[src/rtl/token_merge_arbiter.sv]
// Two-input 4-phase merge arbiter: synchronizes the async handshakes, grants the shared
// downstream latch/stage round-robin, and counts completed transfers.

module tma_sync #(
  parameter int STAGES = 2
) (
  input  logic CP,
  input  logic RESET,
  input  logic i_d,
  output logic o_q
);
  logic [STAGES-1:0] r_q;

  always_ff @(posedge CP) begin
    if (RESET) r_q <= '0;
    else       r_q <= {r_q[STAGES-2:0], i_d};
  end

  assign o_q = r_q[STAGES-1];
endmodule

module token_merge_arbiter #(
  parameter int SYNC_STAGES = 2,
  parameter int CNT_W       = 8
) (
  input  logic             CP,
  input  logic             RESET,
  input  logic             SENDIN0,
  input  logic             SENDIN1,
  output logic             ACKOUT0,
  output logic             ACKOUT1,
  output logic             SENDOUT,
  input  logic             ACKIN,
  output logic             SEL,
  output logic             LOPEN,
  output logic [CNT_W-1:0] XFERCNT
);
  typedef enum logic [1:0] {IDLE, LATCH, SEND, RELEASE} state_t;

  logic [2:0] w_async, w_sync;
  logic [1:0] w_s;
  logic       w_ak;

  assign w_async = {ACKIN, SENDIN1, SENDIN0};

  for (genvar g = 0; g < 3; g++) begin : g_sync
    tma_sync #(.STAGES(SYNC_STAGES)) u_sync (
      .CP   (CP),
      .RESET(RESET),
      .i_d  (w_async[g]),
      .o_q  (w_sync[g])
    );
  end

  assign w_s  = w_sync[1:0];
  assign w_ak = w_sync[2];

  state_t           r_state, w_next;
  logic             r_sel, w_sel_nxt;
  logic             r_last, w_last_nxt;
  logic [CNT_W-1:0] r_cnt, w_cnt_nxt;
  logic             r_lopen, r_sendout;
  logic [1:0]       r_ack;

  always_comb begin
    w_next     = r_state;
    w_sel_nxt  = r_sel;
    w_last_nxt = r_last;
    w_cnt_nxt  = r_cnt;
    case (r_state)
      IDLE: begin
        if (w_s[0] || w_s[1]) begin
          w_next    = LATCH;
          // on a tie the requester not served last wins
          w_sel_nxt = (w_s[0] && w_s[1]) ? ~r_last : w_s[1];
        end
      end
      LATCH:   w_next = SEND;
      SEND:    if (w_ak) w_next = RELEASE;
      RELEASE: begin
        if (!w_s[r_sel] && !w_ak) begin
          w_next     = IDLE;
          w_last_nxt = r_sel;
          w_cnt_nxt  = r_cnt + 1'b1;
        end
      end
      default: w_next = IDLE;
    endcase
  end

  // Outputs are registered copies decoded from the state being entered.
  always_ff @(posedge CP) begin
    if (RESET) begin
      r_state   <= IDLE;
      r_sel     <= 1'b0;
      r_last    <= 1'b1;
      r_cnt     <= '0;
      r_lopen   <= 1'b0;
      r_sendout <= 1'b0;
      r_ack     <= 2'b00;
    end else begin
      r_state   <= w_next;
      r_sel     <= w_sel_nxt;
      r_last    <= w_last_nxt;
      r_cnt     <= w_cnt_nxt;
      r_lopen   <= (w_next == LATCH);
      r_sendout <= (w_next == SEND);
      r_ack     <= (w_next == RELEASE) ? (w_sel_nxt ? 2'b10 : 2'b01) : 2'b00;
    end
  end

  assign ACKOUT0 = r_ack[0];
  assign ACKOUT1 = r_ack[1];
  assign SENDOUT = r_sendout;
  assign SEL     = r_sel;
  assign LOPEN   = r_lopen;
  assign XFERCNT = r_cnt;
endmodule
[config.mk]
export PLATFORM = sky130hd
export DESIGN_NAME = token_merge_arbiter
export DESIGN_NICKNAME = d
export VERILOG_FILES = /design/src/rtl/token_merge_arbiter.sv
export SDC_FILE = /design/constraint.sdc
export NUM_CORES = 1
export LEC_CHECK = 0
export BUFFER_PORTS_ARGS = -buffer_cell sky130_fd_sc_hd__buf_2
export CORE_AREA = 2 2 52 54
export CTS_CLUSTER_DIAMETER = 50
export DETAILED_ROUTE_END_ITERATION = 12
export DIE_AREA = 0 0 54 56
export PLACE_DENSITY = 0.66
export RECOVER_POWER = 25
export SYNTH_ARGS = -nofsm -noshare
export SYNTH_HDL_FRONTEND = slang
export SYNTH_HIERARCHICAL = 1
export SYNTH_SLANG_ARGS = --single-unit
export TNS_END_PERCENT = 20
[constraint.sdc]
create_clock -name CP -period 2 [get_ports CP]
set_input_delay 0.2 -clock CP [delete_from_list [all_inputs] [get_ports CP]]
set_output_delay 0.2 -clock CP [all_outputs]
set_load 0.05 [all_outputs]
==> metrics.md <==
| Metric | Value |
|---|---|
| Vias in the first global route | between 600 and 700 |
| First-pass GRT wire length | around 2800 µm |
| Clock-pin slew of the registers on the worst-case setup and hold paths | between 0.1 and 0.15 ns |
| Maximum vdd drop | roughly 570 µV |
| Synth Area in Adders | between 1 and 1.5% |
| Lkg Pwr | roughly 0.42 nW |
| RSZ-0062 raised after global routing | no |
| Vias after detailed routing | slightly above 700 |
| Cell variety after synth | 33 |
| Pin count of the biggest net entering global routing | 25 |
| Ys Warns | 6 |
| Gr usage total | 12.3% |
| Cell count after synthesis | 89 |
| Synth Net Count | 95 |
| CTS Buffer Depth | 2 |
| Multiplexer share of the synthesized area | between 6 and 7% |
| Hold Path Class | in -> reg |
| Post-route ant nets | 0 |
| Post-synth top area cell | dfxtp_1 |
| I/O pin count | 18 |
| Worst-Margin Slew | between 0.9 and 1 ns |
| Worst endpoint required time | between 2 and 2.5 ns |
| Core box area | approximately 2400 µm² |
| RD Place Congestion | around 0.73 |
| First drt pass iteration count | 4 |
| Critical Path Fanout Max | 13 |
| Hold WS | between 0.08 and 0.09 ns |
| CTS sink cnt | 22 |
| Setup TNS | 0 ns |
| Hold Buf Count CTS | 0 |
| Final hold vios | 0 |
| Slew HR | 34.7% |
| Sequential fraction of the synthesis area | approximately 49% |
| Clock Skew | roughly 0.00095 ns |
| Initial antenna violation count | 0 |
| Design area | 1050 µm² |
| Post-Synth XOR/XNOR Area | 0% |
| TritonCTS Buffers | 3 |
| Place WS | roughly 0.44 ns |
| H-tree depth | 1 |
| Initial DRC count | 11 |
| Reg2Reg Setup Slack | 0.40 ns |
| Root buffer cell | clkbuf_4 |
| Tcrit/Tclk final | 80.0% |
| Status | finished clean |
| Area share of and/or/nand/nor cells after synthesis | 26.7% |
| Post-DP HPWL | 1180 µm |
| Total grt overflow | 0 |
| Die Y | 56 µm |
| Compound-Gate Fraction of Synth Area | 13.3% |
| Mapped Area | 905 µm² |
| CTS tree | built |
| # resized after CTS | 0 |
| Area Growth Syn to Fin | 16.0% |
| Nets | between 100 and 150 |
| F_max | between 600 and 700 MHz |
| Synth Register Bits | 22 |
| Pwr dens | roughly 820 nW/µm² |
| N_diodes | 0 |
| Vias per cell | ~5.2 |
| DP Area | ~1000 µm² |
| Die area | between 3000 and 4000 µm² |
| Largest family of logic cells by synthesized area | simple AND/OR/NAND/NOR gates |
| Max cap viols | 0 |
| Crit path time final | approximately 1.6 ns |
| Area fraction of the dominant cell type after synthesis | 48.7% |
| Clk_lat worst skew | between 0.3 and 0.4 ns |
| Routed len/inst | between 10 and 15 µm |
| Die W | 54 µm |
| Rows | 18 |
| Routed wire length | roughly 1700 µm |
| Number of port buffers | 17 |
| Drc violations | 0 |
| Arrival time worst endpoint | ~1.8 ns |
| Crit Path Category | reg -> reg |
| Initial Utilization | 37.2% |
| Syn Area/Cell | approximately 10 µm² |
| Type of origin of the critical path | flip-flop |
| Total Power | 0.000858 W |
| Final setup vio count | 0 |
| Final WS setup | around 0.40 ns |
| CP endpoint kind | flip-flop |
| Post-CTS setup repair buffer count | 0 |
| Final Max Slew Viols | 0 |
| Area contributors post-synth | dfxtp_1, nor2b_1, a21oi_1 |
| Layout cells sized above 1 | 22.9% |
[final cells by class]
| class | count | area [µm²] |
|---|---|---|
| clock buffers | 3 | 22.5 |
| clock inverters | 1 | 30.0 |
| fillers | 248 | 1380 |
| inverters | 1 | 3.75 |
| multi-input cells | 61 | 432 |
| flip-flops and latches | 22 | 440 |
| well taps | 30 | 37.5 |
| repair buffers | 17 | 83.8 |
[critical path, cell delays in order (launching register included)]
cell and delay [ns]:
dfxtp_1 0.45, mux2_4 0.40, or4_1 0.52, a21oi_1 0.16
[report_power, final]
group | switching, W | internal (W) | total [W]
logic | 0.0000369 | 0.0000198 | 0.0000567
registers | 0.0000122 | 0.000450 | 0.000462
clock network | 0.000136 | 0.000203 | 0.000338
[through the flow]
step	utilization, %	instances
finish	43.2	135
global route	43.2	135
CTS	43.2	135
detailed placement	41.0	131
global placement	41.0	131
floorplan	-	89
[cells by family (layout without fill, tap and decap cells)]
family | after synthesis | count (layout)
buf+inv | 6 | 22
compound gates | 20 | 20
mux | 5 | 5
simple gates | 35 | 35
flops | 22 | 22
fa+ha+maj | 1 | 1
[synthesized netlist by cell type (all sizes together)]
| master | count |
|---|---|
| o31ai | 3 |
| nor2b | 8 |
| inv | 1 |
| o21ai | 4 |
| buf | 3 |
| nand3 | 3 |
| nor4b | 1 |
| nor2 | 6 |
| dfxtp | 22 |
| o311ai | 1 |
| mux2i | 2 |
| and3b | 1 |
| a311oi | 1 |
| mux2 | 3 |
| nor4bb | 1 |
| clkbuf | 2 |
| nand4 | 2 |
| nand4b | 1 |
| a21oi | 9 |
| a211oi | 1 |
| nand3b | 1 |
| nand2b | 2 |
| o21bai | 1 |
| or4 | 3 |
| nor4 | 2 |
| ha | 1 |
| nand2 | 1 |
| or3 | 2 |
| and4 | 1 |
[per-layer routing]
| layer | vias to the layer above | wire, µm | track usage [%] |
|---|---|---|---|
| met5 | - | 0 | 0 |
| met4 | 0 | 27 | 3.21 |
| li1 | 360 | - | - |
| met2 | 21 | 738 | 19.2 |
| met3 | 4 | 110 | 5.65 |
| met1 | 323 | 824 | 15.2 |
[final timing paths]
path | endpoint | start | cells after the start
max reg2reg | XFERCNT[6] | SEL | 3
max | XFERCNT[6] | SEL | 3
min reg2reg | g_sync[1].u_sync/r_q[1] | g_sync[1].u_sync/r_q[0] | 1
min | g_sync[0].u_sync/r_q[0] | SENDIN0 | 2
[cells in the final DEF (no fill, tap or decap), drive strengths merged, types with 2 or more instances in the layout]
cell type,Yosys,routed
nor2b,8,8
a21oi,9,9
nor4,2,2
clkbuf,2,4
nor2,6,6
o31ai,3,3
dfxtp,22,22
or3,2,2
nand3,3,3
nand4,2,2
buf,3,16
o21ai,4,4
mux2i,2,2
mux2,3,3
nand2b,2,2
or4,3,3
[flip-flops by register name (all words and copies together), names as in the netlist]
name and flops:
SEL 1, r_ack 2, XFERCNT 8, g_sync.u_sync/r_q 6, r_last 1, SENDOUT 1, r_state 2, LOPEN 1
No activity file was read; power rests on OpenSTA's default activity.
